[config.mk]
export PLATFORM = sky130hd
export DESIGN_NAME = nice_funnel
export DESIGN_NICKNAME = d
export VERILOG_FILES = /design/src/rtl/nice_funnel.sv
export SDC_FILE = /design/constraint.sdc
export NUM_CORES = 1
export LEC_CHECK = 0
export BUFFER_PORTS_ARGS = -buffer_cell sky130_fd_sc_hd__buf_2
export CAP_MARGIN = 10
export CELL_PAD_IN_SITES_DETAIL_PLACEMENT = 0
export CELL_PAD_IN_SITES_GLOBAL_PLACEMENT = 1
export CORE_ASPECT_RATIO = 2
export CORE_UTILIZATION = 27
export CTS_CLUSTER_SIZE = 25
export DETAILED_ROUTE_END_ITERATION = 16
export HOLD_SLACK_MARGIN = 0.15
export PLACE_DENSITY = 0.9
export RECOVER_POWER = 50
export SKIP_LAST_GASP = 1
export SYNTH_ARGS = -nofsm -noshare
export SYNTH_HDL_FRONTEND = slang
export SYNTH_SLANG_ARGS = --single-unit
[constraint.sdc]
create_clock -name clk -period 1.75 [get_ports clk]
set_input_delay 0.0875 -clock clk [delete_from_list [all_inputs] [get_ports clk]]
set_output_delay 0.0875 -clock clk [all_outputs]
set_load 0.05 [all_outputs]
[src/rtl/nice_funnel.sv]
// nice_funnel: round-robin N-to-1 valid/ready merger with source tag and one-entry output register.
// Define NICE_FUNNEL_PKT_EN for packet mode (a port keeps the grant until it sends in_last).
module nice_funnel #(
    parameter int N_PORTS = 4,
    parameter int DATA_W  = 32,
    localparam int SRC_W  = $clog2(N_PORTS)
) (
    input  logic                      clk,
    input  logic                      rst,
    input  logic [N_PORTS-1:0]        in_valid,
    input  logic [N_PORTS*DATA_W-1:0] in_data,
    input  logic [N_PORTS-1:0]        in_last,
    output logic [N_PORTS-1:0]        in_ready,
    output logic                      out_valid,
    output logic [DATA_W-1:0]         out_data,
    output logic [SRC_W-1:0]          out_src,
    output logic                      out_last,
    input  logic                      out_ready
);
    logic [SRC_W-1:0]   ptr;
    logic [SRC_W-1:0]   base;
    logic [SRC_W-1:0]   gnt;
    logic [SRC_W-1:0]   nxt;
    logic [N_PORTS-1:0] req;
    logic               gnt_vld;
    logic               load;
    logic               accept;
    logic               adv;
    int                 k;

    assign load     = !out_valid || out_ready;
    assign accept   = load && gnt_vld;
    assign in_ready = (accept && !rst) ? N_PORTS'(1) << gnt : '0;
    assign nxt      = (gnt == SRC_W'(N_PORTS - 1)) ? '0 : gnt + 1'b1;

`ifdef NICE_FUNNEL_PKT_EN
    typedef enum logic {IDLE, LOCKED} state_t;
    state_t           state;
    state_t           state_d;
    logic [SRC_W-1:0] lock_port;
    logic [SRC_W-1:0] lock_d;

    // while locked only the owning port may be granted, even if it is momentarily idle
    assign req  = (state == LOCKED) ? in_valid & (N_PORTS'(1) << lock_port) : in_valid;
    assign base = (state == LOCKED) ? lock_port : ptr;
    assign adv  = accept && in_last[gnt];

    always_comb begin
        state_d = state;
        lock_d  = lock_port;
        if (accept && state == IDLE && !in_last[gnt]) begin
            state_d = LOCKED;
            lock_d  = gnt;
        end else if (accept && state == LOCKED && in_last[gnt]) begin
            state_d = IDLE;
        end
    end

    always_ff @(posedge clk) begin
        if (rst) begin
            state     <= IDLE;
            lock_port <= '0;
            out_last  <= 1'b0;
        end else begin
            state     <= state_d;
            lock_port <= lock_d;
            if (accept) out_last <= in_last[gnt];
        end
    end
`else
    logic unused_last;

    assign unused_last = ^in_last;
    assign req         = in_valid;
    assign base        = ptr;
    assign adv         = accept;
    assign out_last    = 1'b1;
`endif

    // scan downward so the port closest to base after the wrap wins
    always_comb begin
        gnt_vld = 1'b0;
        gnt     = '0;
        k       = 0;
        for (int j = N_PORTS - 1; j >= 0; j--) begin
            k = int'(base) + j;
            if (k >= N_PORTS) k = k - N_PORTS;
            if (req[k]) begin
                gnt_vld = 1'b1;
                gnt     = SRC_W'(k);
            end
        end
    end

    always_ff @(posedge clk) begin
        if (rst) begin
            out_valid <= 1'b0;
            out_data  <= '0;
            out_src   <= '0;
            ptr       <= '0;
        end else begin
            if (load) out_valid <= accept;
            if (accept) begin
                out_data <= in_data[int'(gnt)*DATA_W +: DATA_W];
                out_src  <= gnt;
            end
            if (adv) ptr <= nxt;
        end
    end
endmodule

---- Word-level counts from Yosys, hierarchy flattened ----
Index checks and enable logic that the tools add are counted.
storage, ports and cells
  register bits after elaboration ......... 37
  input bits .............................. 139
  output and inout port bits .............. 40
  logic and storage cells ................. 54
cells by class
  add/subtract/negate cells ............... 8
  order comparisons ....................... 8
  eq/ne operators ......................... 1
  shift-type cells ........................ 2
  mux-type cells .......................... 26
  reduce and logical (&&, ||, !) cells .... 5
operators with widths
  kind                                                                           count
  32-bit by 4-bit less-than comparator with 1-bit output, second input constant  4
  32-bit 2-to-1 mux                                                              4
  128-bit by 8-bit indexed part select with 32-bit output                        1
  1-bit 2-to-1 mux                                                               12
  3-bit by 3-bit subtractor with 4-bit output, second input constant             3
  2-bit 2-to-1 mux                                                               5
  3-bit >= comparator, second input constant                                     3
  1-bit binary-select mux with 2-bit select                                      4
  2-bit by 2-bit adder with 3-bit output, second input constant                  2
  4-bit 2-to-1 mux                                                               1
  1-bit by 2-bit << shifter with 4-bit output, first input constant              1
  2-bit by 3-bit subtractor with 4-bit output, second input constant             1
  2-bit by 1-bit adder with 3-bit output, second input constant                  1
  2-bit by 3-bit >= comparator with 1-bit output, second input constant          1
  2-bit by 1-bit adder with 2-bit output, second input constant                  1
  2-bit == test, second input constant                                           1
  1-bit logical AND                                                              2
  1-bit zero test                                                                2
  1-bit logical OR                                                               1

---- Logic depth before layout (Yosys ltp) ----
Gate-level depths: netlist of the first run.
  word-level depth ........................ 13
  mapped depth ............................ 8
  depth with buffers taken out ............ 5

---- Least setup slack after synthesis of the first run ----
No wires, ideal clock.
  path type ............................... register to output
  start point ............................. reg out_valid
  end point ............................... out in_ready[0]
  data arrival time ....................... 2.101 ns
  required time ........................... 1.662 ns
  path slack .............................. -0.438 ns
  cell stages (with the launch flop) ...... 6
  buffers on the path ..................... 2
  path through ............................ dfxtp_1 > a21oi_4 > or3b_1 > buf_4 > buf_6 > nor2_1
between the ends
  word-level cells in the longest chain between the ends .. 5
ends and longest elaborated chain
  item                      RTL line  source
  start: declaration        14        output logic out_valid,
  start signal: assignment  102       if (load) out_valid <= accept;
  1-bit zero test           31        assign load = !out_valid || out_ready;
  1-bit logical OR          31
  1-bit logical AND         32        assign accept = load && gnt_vld;
  1-bit logical AND         33        assign in_ready = (accept && !rst) ? N_PORTS'(1) << gnt : '0;
  4-bit 2-to-1 mux          33
  end: declaration          13        output logic [N_PORTS-1:0] in_ready,
No other way between the ends.

---- Final worst setup path of the first run ----
  start point ............................. reg ptr[0], in the netlist base[0]
  end point ............................... out in_ready[0]
between the ends
  word-level cells in the longest chain between the ends .. 13
  elaborated cells between the ends (all ways) .. 39
  those cells by class .................... 7 x add/sub; 4 x order compare; 1 x shift; 25 x mux; 2 x reduce/logical
ends and longest elaborated chain
  item                                                                                RTL line  source
  start: declaration                                                                  20        logic [SRC_W-1:0] ptr;
  start signal: assignment                                                            107       if (adv) ptr <= nxt;
  2-bit by 2-bit adder with 3-bit output                                              86        k = int'(base) + j;
  3-bit by 3-bit subtractor with 4-bit output or 3-bit >= comparator (tied branches)  87        if (k >= N_PORTS) k = k - N_PORTS;
  32-bit 2-to-1 mux                                                                   87
  1-bit binary-select mux with 2-bit select                                           88        if (req[k]) begin
  1-bit 2-to-1 mux (implied by the code) (2 in a row)                                 88
  1-bit 2-to-1 mux (4 in a row)                                                       88
  1-bit logical AND                                                                   32
  1-bit logical AND                                                                   33
  4-bit 2-to-1 mux (*)                                                                33
Mark *: on every way between the ends. The rest lies on a longest branch, timed or not. The select of a mux whose other input is x is not followed.

==> run metrics, run 1 <==
maxcap violations=0; TritonCTS clock tree=yes; Multi-input gate area=1451 µm²; Routed WL per cell=15.75 µm; share of post-route cells with drive strength above 1=0.4233; crit end category=output pin; post-route setup slack=26.84 ps; Distinct cells, synth=23; GR Util All Layers=0.2078; routed via count=2826; Synth Cell Area=2251 µm²; post-layout util=0.5518; PortBufs=173; commonest cells after routing, fill and taps aside=136 x buf_2, 86 x dlygate4sd3_1, 64 x mux2i_1, 36 x clkbuf_1, 34 x dfxtp_1; worst skew pair latency=270 ps; Layout Cell Area excl Fill=4414 µm²; 1st-iter DRT viols=68; Reg area=744.5 µm²; largest net degree at the start of global routing=33; Tmin final=1723 ps; DR vias/cell=4.831; layout filler cell count=706; register area share after synthesis=0.3291; CP Cell Sequence=nand2b_4, a21oi_4, nor3_2, or3b_4, nor2_4, buf_8; Fmax=580.3 MHz; #FFs+latches synth=37; first drt pass iteration count=4; Syn Inst Count=218; Switching Power=1.498 mW; first-pass GRT wire length=13.83 mm; leak pwr=1.999 nW; Internal=2.270 mW; fraction of power consumed by sequential logic=0.283; cell taking the most area after synthesis=dfxtp_1; Tightest Pin Transition=652.3 ps; CTS Buffer Depth=2; Slowest-stage cell, CP=or3b_4; slew margin rel.=0.5670; GP Congestion=0.8279; TritonCTS buffer count=5; num rows=46; Setup crit start kind=register; average size of a mapped cell=10.33 µm²; Largest stage delay, worst path=430 ps; DP Worst Slack=-33.30 ps; final total power=3.768 mW; Req. time, crit path=1660 ps; power share of the clock group=0.228; hpwl dp=5.789 mm; Reg clk slew, reported paths=60 ps; switch share=0.3977; Final nets=627; Final Hold Vio Count=0; H-tree lvl count=2; pwr/cell area=853.6 nW/µm²; root buffer cell=clkbuf_16; post-synth top area share=0.3291; Die X=66.56 µm; CP Class=register to output pin; synth-to-layout area growth=96.11%; RSZ-0062 raised after global routing=true; Clock Sinks=37; Diodes inserted=0; maximum VDD drop=0.4132 mV; worst hold path type=input pin to register; most common cell after layout, fill and taps aside=buf_2; die height=131.1 µm; Final setup viols=0; Ports=179; Worst Path Arrival=1640 ps; grt total ovfl=0; Comb pwr share=0.488; Die ar.=8728 µm²; pins over their slew limit=0; initial antenna violation count=0; Ys Warns=0; period utilization=0.9847; number of global-route vias before repair=3015; Max FO, Critical Path=4; core box area=8000 µm²; Post-Route WL=9.212 mm; Post-route DRC=0; syn_nets=357; placed cell areas=3326 µm²; Worst Clk Skew=2.473 ps; Synth area leaders=dfxtp_1 33%, mux2i_1 29%, o221ai_2 13%; status=completed; Antenna Nets Post-Route=0; Starting Density=0.2814
==> final timing paths <==
check                               endpoint  depth (start not counted)  slack [ps]    startpoint
worst max-delay path             in_ready[0]                          6          30       base[0]
worst min-delay path             out_data[1]                          3         140   in_data[65]
worst max register to register  out_data[25]                          6          60       base[0]
worst min register to register  out_data[18]                          2         460  out_data[18]
==> timing repair <==
item | CTS | global route
hold endpoints to repair | 30 | 1
setup buffers | 4 | 1
pin swaps | 4 | 6
endpoints found under the setup margin | 11 | 17
hold buffers | 85 | 1
gates cloned | 0 | 1
resized for setup | 18 | 8
==> layout make-up <==
type	instances	area share
Multi-Input combinational cell	160	0.3288
Tap cell	96	0.02721
Sequential cell	37	0.1687
Clock buffer	8	0.03090
Timing Repair Buffer	282	0.4427
Inverter	2	0.001701
==> metrics by stage <==
stage,setup TNS [ps],cells,hold WS (ps)
2_1_floorplan,-509.8,218,149.2
3_3_place_gp,0,487,352.2
3_5_place_dp,-98.44,487,356.3
4_1_cts,-14.71,583,151.1
5_1_grt,-186.4,585,155.0
6_report,0,585,140.7
==> layer usage <==
| layer | up-vias | track usage | routed length (µm) |
|---|---|---|---|
| met5 | - | 0 | 0 |
| met4 | 0 | 0.1288 | 465 |
| met3 | 36 | 0.04514 | 480 |
| met2 | 120 | 0.3945 | 5131 |
| met1 | 1315 | 0.1826 | 3135 |
| li1 | 1355 | - | - |
==> state kept, by name, indices dropped and copies added (netlist names) <==
signal     count
out_src        2
out_valid      1
base           2
out_data      32
==> logic make-up (layout without fill, tap and decap cells) <==
kind of cell           Yosys count  after routing  share of synthesized area
other                            1              1                   0.001666
XOR/XNOR                         1              1                   0.003892
multiplexers                    66             66                     0.2935
flip-flops                      37             37                     0.3291
buffers and inverters           21            292                    0.06170
AO/OA/AOI/OAI                   40             40                     0.2084
AND/OR/NAND/NOR                 52             52                     0.1017
==> power by group through the flow <==
stage	clock, mW	sequential, mW	combinational [mW]
3_5_place_dp	0	1.07	1.63
5_1_grt	0.919	1.08	1.93
3_3_place_gp	0	1.07	1.61
2_1_floorplan	0	1.54	0.681
4_1_cts	0.892	1.06	1.81
6_report	0.859	1.07	1.84
==> cells in the mapped netlist <==
library cell	n
xnor2_1	1
a21oi_1	3
nor2b_1	3
nand2_1	33
a21oi_4	1
nor2_1	10
o221ai_2	20
o221ai_1	12
o21a_1	1
mux2i_1	66
a211oi_1	2
nor3_2	1
o32a_1	1
nor4_1	1
buf_6	5
buf_4	2
dfxtp_1	37
buf_2	12
nand3b_2	1
nand2b_1	2
or3b_1	1
inv_1	2
conb_1	1
==> worst max-delay path, delay by kind of cell (launching register included) <==
family | cells | cell delay (ps)
buf+inv | 1 | 150
flops | 1 | 330
compound gates | 1 | 120
simple gates | 4 | 760
Note: power is estimated with default switching activity, not from simulation.
==> run 2: changes to the inputs <==
PLACE_DENSITY = 0.82   (was 0.9)
==> run metrics, run 2 <==
status=did not finish; Halt Stage=4_1_cts; Tool Error=[ERROR RSZ-0060] Max buffer count reached.; post-cts repair resize count=18 (unchanged); top-count cell post-synth=mux2i_1; number of synthesized flops with an enable pin=0 (unchanged); GP Congestion=0.7597 (-8.2%); Die X=66.56 µm (unchanged); Distinct cells, synth=23 (unchanged); top cells by count, synth=66 x mux2i_1, 37 x dfxtp_1, 33 x nand2_1; CTS Hold Bufs=101 (+19%); ys flop type=dfxtp_1; Synth Cell Area=2251 µm² (unchanged); placed cell areas=3273 µm² (-1.6%); PortBufs=173 (unchanged); TritonCTS buffer count=5 (unchanged); Clock Sinks=37 (unchanged); Starting Density=0.2814 (unchanged); H-tree lvl count=2 (unchanged); average size of a mapped cell=10.33 µm² (unchanged); setup bufs post-CTS=5 (+1); Synth area leaders=dfxtp_1 33%, mux2i_1 29%, o221ai_2 13%; Ys Warns=0 (unchanged); register area share after synthesis=0.3291 (unchanged); hpwl dp=5.578 mm (-3.6%); cell taking the most area after synthesis=dfxtp_1; Syn Inst Count=218 (unchanged); #FFs+latches synth=37 (unchanged); DP Worst Slack=-14.47 ps (+18.82 ps); root buffer cell=clkbuf_16; syn_nets=357 (unchanged); die height=131.1 µm (unchanged); num rows=46 (unchanged); post-synth top area share=0.3291 (unchanged); Ports=179 (unchanged); CTS Buffer Depth=2 (unchanged); ys async rst share=0 (unchanged)
-- run 2: through the flow --
step | hold WS [ps] | setup TNS [ps] | cells
3_3_place_gp | 353.3 | 0 | 480
2_1_floorplan | 149.2 | -509.8 | 218
3_5_place_dp | 356.2 | -44.63 | 480
-- run 2: kinds of logic after synthesis --
logic type | count (synthesis) | synth area share
flip-flops | 37 | 0.3291
XOR/XNOR | 1 | 0.003892
AND/OR/NAND/NOR | 52 | 0.1017
AO/OA/AOI/OAI | 40 | 0.2084
multiplexers | 66 | 0.2935
other | 1 | 0.001666
buffers and inverters | 21 | 0.06170
==> run 3: changes to the inputs <==
CELL_PAD_IN_SITES_DETAIL_PLACEMENT = unset   (was 0)
CELL_PAD_IN_SITES_GLOBAL_PLACEMENT = unset   (was 1)
CORE_ASPECT_RATIO = unset   (was 2)
CORE_UTILIZATION = 40   (was 27)
CTS_CLUSTER_SIZE = unset   (was 25)
HOLD_SLACK_MARGIN = unset   (was 0.15)
PLACE_DENSITY = unset   (was 0.82)
PLACE_DENSITY_LB_ADDON = 0.15   (was unset)
==> run metrics, run 3 (synthesis gave the netlist of run 1 again) <==
core box area=5270 µm²; Internal=1.955 mW; placed cell areas=3228 µm² (-1.4%); failing checks=setup timing; Diodes inserted=0; commonest cells after routing, fill and taps aside=149 x buf_2, 64 x mux2i_1, 35 x dfxtp_1, 33 x nand2_1, 25 x o221ai_2; switch share=0.4186; Reg clk slew, reported paths=70 ps; die height=77.02 µm (-41%); status=finished with violations; worst hold path type=input pin to register; most common cell after layout, fill and taps aside=buf_2; Worst Clk Skew=3.607 ps; CTS Hold Bufs=0 (-100%); Starting Density=0.4271 (+0.1458); crit end category=output pin; power share of the clock group=0.178; flip-flop count of the largest register after layout=32; num rows=26 (-43%); TNS Setup=-19.30 ps; PortBufs=173 (unchanged); Worst Path Arrival=1670 ps; Layout Cell Area excl Fill=3516 µm²; Die X=77.02 µm (+16%); CP Cell Sequence=nand2b_4, nor2b_2, o32a_4, buf_12, inv_1, nor2_2, buf_6; Fmax=568.0 MHz; pwr/cell area=956.3 nW/µm²; first drt pass iteration count=4; CP Class=register to output pin; RSZ-0062 raised after global routing=true; Antenna Nets Post-Route=0; worst skew pair latency=280 ps; Switching Power=1.408 mW; fraction of power consumed by sequential logic=0.317; Non-Filler Instances=468; Ports=179 (unchanged); hpwl dp=4.818 mm (-14%); Setup crit start=base[0]; Tmin final=1761 ps; 1st-iter DRT viols=54; slew margin rel.=0.5828; Final setup viols=3; placed cells=454 (-5.4%); Routed WL per cell=13.85 µm; grt total ovfl=0; Largest stage delay, worst path=350 ps; TritonCTS buffer count=5 (unchanged); final total power=3.362 mW; GP Congestion=0.7362 (-3.1%); HP Start=rst; largest net degree at the start of global routing=34; root buffer cell=clkbuf_8; first-pass GRT wire length=10.29 mm; TritonCTS clock tree=yes; DR vias/cell=4.972; leak pwr=1.667 nW; Final nets=537; Slowest-stage cell, CP=dfxtp_2; Req. time, crit path=1660 ps; Final Hold Vio Count=0; Comb pwr share=0.505; H-tree lvl count=2 (unchanged); synth-to-layout area growth=56.20%; Critical R2R Launch=base[0]; pins over their slew limit=0; maximum VDD drop=0.4587 mV; Post-Route WL=6.483 mm; Tightest Pin Transition=628.5 ps; initial antenna violation count=0; maxcap violations=0; share of post-route cells with drive strength above 1=0.5553; Die ar.=5931 µm²; routed via count=2327; Reg with most FFs=out_data; Clock Sinks=37 (unchanged); Max FO, Critical Path=5; period utilization=1.006; DP Worst Slack=-18.23 ps (-3.751 ps); CTS Buffer Depth=2 (unchanged); post-route setup slack=-10.58 ps; GR Util All Layers=0.2164; Setup crit start kind=register; number of global-route vias before repair=2243; Post-route DRC=0
## run 3: per-stage QoR
stage	hold WS, ps	util
after floorplan	149.2	-
after global placement	351.8	0.6125
after detailed placement	353.0	0.6125
after CTS	56.74	0.6595
after global routing	95.81	0.6671
final	75.86	0.6671
## run 3: path summary, 6_finish.rpt
| path | slack (ps) | to | cells past startpoint |
|---|---|---|---|
| setup / recovery | -10 | in_ready[3] | 7 |
| hold / removal | 80 | base[1] | 2 |
| setup reg to reg | 30 | out_data[18] | 7 |
| hold reg to reg | 460 | out_data[12] | 2 |
## run 3: power groups by stage
stage,Combinational [mW],Clock (mW),Sequential [mW]
floorplan,0.681,0,1.54
global placement,1.55,0,1.07
detailed placement,1.57,0,1.07
CTS,1.69,0.616,1.06
global route,1.79,0.654,1.09
finish,1.70,0.597,1.07
## run 3: layout make-up
class | instances | area, µm²
fill | 482 | 1754
multi-input combinational | 160 | 1485
timing repair buffer | 192 | 1104
sequential | 37 | 745.7
tap | 70 | 87.58
clock buffer | 7 | 86.33
inverter | 2 | 7.507
## run 3: metal layers
metal	wire, µm	track usage	vias up
met3	457	0.05000	8
met4	84	0.07358	0
met2	3339	0.4071	108
li1	-	-	1177
met5	0	0	-
met1	2601	0.2350	1034
## run 3: repair_timing
item	CTS	global route
setup buffers	5	1
endpoints found under the hold margin	0	0
gates resized for setup	20	12
cloned	1	0
endpoints found under the setup margin	21	36
pin swaps	5	1
## run 3: critical path: cells and delay by family (launching register included)
kind,cells,cell delay [ps]
buffers and inverters,3,390
AND/OR/NAND/NOR,3,430
AO/OA/AOI/OAI,1,220
flip-flops,1,350
==> run 4: changes to the inputs <==
ABC_AREA = 1   (was unset)
CELL_PAD_IN_SITES_DETAIL_PLACEMENT = 1   (was unset)
CELL_PAD_IN_SITES_GLOBAL_PLACEMENT = 2   (was unset)
CORE_UTILIZATION = 20   (was 40)
==> run metrics, run 4 <==
Final Hold Vio Count=0 (unchanged); worst hold path type=input pin to register; CP Class=register to output pin; Starting Density=0.2068 (-0.2203); GP Congestion=0.8261 (+12%); TritonCTS buffer count=5 (unchanged); H-tree lvl count=2 (unchanged); initial antenna violation count=2 (+2); share of post-route cells with drive strength above 1=0.3410 (-0.2143); synth-to-layout area growth=65.86%; Post-route DRC=0 (unchanged); DR vias/cell=4.271 (-14%); first drt pass iteration count=4 (unchanged); pins over their slew limit=0 (unchanged); CP bufs+invs=3 (unchanged); Largest stage delay, worst path=390 ps (+40 ps); Syn Inst Count=626 (+190%); Req. time, crit path=1660 ps (about the same); Setup crit start kind=register; Reg with most FFs=out_data; CP top delay family=simple AND/OR/NAND/NOR gates; Tightest Pin Transition=668.8 ps (+40.31 ps); most common cell after layout, fill and taps aside=inv_1; worst skew pair latency=290 ps (about the same); Antenna Nets Post-Route=0 (unchanged); CP Cell Sequence=inv_6, nand2_2, nand2_4, nand2_4, nand3_4, nand2_4, nand2_4, nand2_4, nand2_4, buf_6, nor3_4, buf_6; top-count cell post-synth=inv_1; Tmin final=1960 ps (+199.0 ps); flip-flop count of the largest register after layout=32 (unchanged); #FFs+latches synth=37 (unchanged); ys async rst share=0 (unchanged); Synth area leaders=nand3_1 25%, dfxtp_1 22%, inv_1 19%; largest net degree at the start of global routing=34 (unchanged); Final nets=963 (+79%); number of global-route vias before repair=4518 (+100%); RSZ-0062 raised after global routing=true; Max FO, Critical Path=6 (+1); Final setup viols=37 (+34); TritonCTS clock tree=yes; cell taking the most area after synthesis=nand3_1; Ports=179 (unchanged); number of synthesized flops with an enable pin=0 (unchanged); die height=130.6 µm (+70%); core box area=16000 µm² (+200%); Worst Path Arrival=1870 ps (+200 ps); leak pwr=3.434 nW (+110%); Reg clk slew, reported paths=60 ps (about the same); hpwl dp=10.32 mm (+110%); post-synth top area share=0.2465 (-0.08257); first-pass GRT wire length=22.43 mm (+120%); top cells by count, synth=171 x inv_1, 163 x nand3_1, 124 x nand2_1; Clock Sinks=37 (unchanged); Routed WL per cell=14.55 µm (+5.1%); Worst Clk Skew=3.982 ps (+0.3747 ps); final total power=10.06 mW (+200%); CP dominant cell by count=nand2_4; register area share after synthesis=0.2238 (-0.1053); grt total ovfl=0 (unchanged); layout filler cell count=2143 (+340%); syn_nets=765 (+110%); period utilization=1.120 (+0.1137); crit end category=output pin; slew margin rel.=0.5560 (-0.02676); average size of a mapped cell=5.287 µm² (-49%); maximum VDD drop=0.8982 mV (+96%); Distinct cells, synth=21 (-8.7%); ys flop type=dfxtp_1; Slowest-stage cell, CP=dfxtp_4; PortBufs=173 (unchanged); Hold WS=113.6 ps (+37.72 ps); post-route setup slack=-209.5 ps (-199.0 ps); Synth Cell Area=3309 µm² (+47%); pwr/cell area=1833 nW/µm² (+92%); 1st-iter DRT viols=101 (+87%); Die X=130.6 µm (+70%); maxcap violations=0 (unchanged); Ys Warns=0 (unchanged); commonest cells after routing, fill and taps aside=169 x inv_1, 152 x buf_2, 145 x nand3_1, 104 x nand2_1, 66 x nor2_1; CTS Buffer Depth=2 (unchanged); root buffer cell=clkbuf_16; routed via count=4446 (+91%); status=finished with violations; Fmax=510.3 MHz (-10%); GR Util All Layers=0.1699 (-0.04645); failing checks=setup timing; Post-Route WL=15.15 mm (+130%); Die ar.=17070 µm² (+190%); num rows=46 (+77%)
## run 4: changes by cell type after synthesis, moves of 3 or more
cell / previous run / this run
clkbuf_1: 0 / 8
nand2_1: 33 / 124
nor2_1: 10 / 71
mux2i_1: 66 / 0
inv_1: 2 / 171
o21ai_0: 0 / 3
buf_6: 5 / 8
o221ai_1: 12 / 0
nor2b_1: 3 / 0
buf_4: 2 / 7
nand3_1: 0 / 163
buf_2: 12 / 17
nand2_2: 0 / 5
o221ai_2: 20 / 0
## run 4: through the flow
step                      cells  setup slack, ps  instance area, µm²  utilization  setup TNS (ps)
after floorplan             626           -56.71                3352            -          -106.6
after global placement     1005           -137.6                4563       0.2852           -2761
after detailed placement   1005           -235.1                4563       0.2852           -6788
after CTS                  1027           -210.2                5115       0.3197           -4720
after global routing       1040           -318.9                5487       0.3429           -9217
final                      1041           -209.5                5489       0.3431           -4493
## run 4: worst paths after layout
path              slack [ps]  startpoint          end  cells past startpoint
setup / recovery        -210     base[0]  in_ready[3]                     12
hold / removal           110         rst      base[0]                      2
setup reg to reg        -170     base[0]  out_data[4]                     15
hold reg to reg          490  out_src[0]   out_src[0]                      2
## run 4: cell families (layout without fill, tap and decap cells)
family	Yosys count	in the layout	share of synthesized area
other	1	2	0.001133
buffers and inverters	213	411	0.2749
DFF	37	37	0.2238
AOI/OAI and AO/OA	6	6	0.01021
and+or+nand+nor	369	369	0.4900
## run 4: final cells by class
| class | instances | area, µm² | area share |
|---|---|---|---|
| sequential | 37 | 748.2 | 0.1363 |
| antenna | 1 | 2.502 | 0.0004559 |
| timing repair buffer | 231 | 1690 | 0.3080 |
| tap | 216 | 270.3 | 0.04924 |
| clock buffer | 7 | 142.6 | 0.02599 |
| inverter | 173 | 668.1 | 0.1217 |
| multi-input combinational | 376 | 1967 | 0.3583 |
## run 4: routing by layer
metal / GRT usage / routed length (µm)
met1: 0.1998 / 6649
met2: 0.3010 / 7399
met3: 0.04642 / 903
met4: 0.04801 / 184
met5: 0 / 13
## run 4: power by group
group / leakage, nW / switching [mW] / internal (mW)
Sequential: 0.309 / 0.221 / 1.22
Combinational: 3.05 / 4.71 / 2.99
Clock: 0.0700 / 0.366 / 0.560
Total: 3.43 / 5.29 / 4.77
## run 4: repair_timing
item	4_1_cts	5_1_grt
resized for setup	63	49
gates cloned	4	4
pin swaps	15	42
hold buffers	0	0
setup buffers	14	10
setup endpoints to repair	38	41
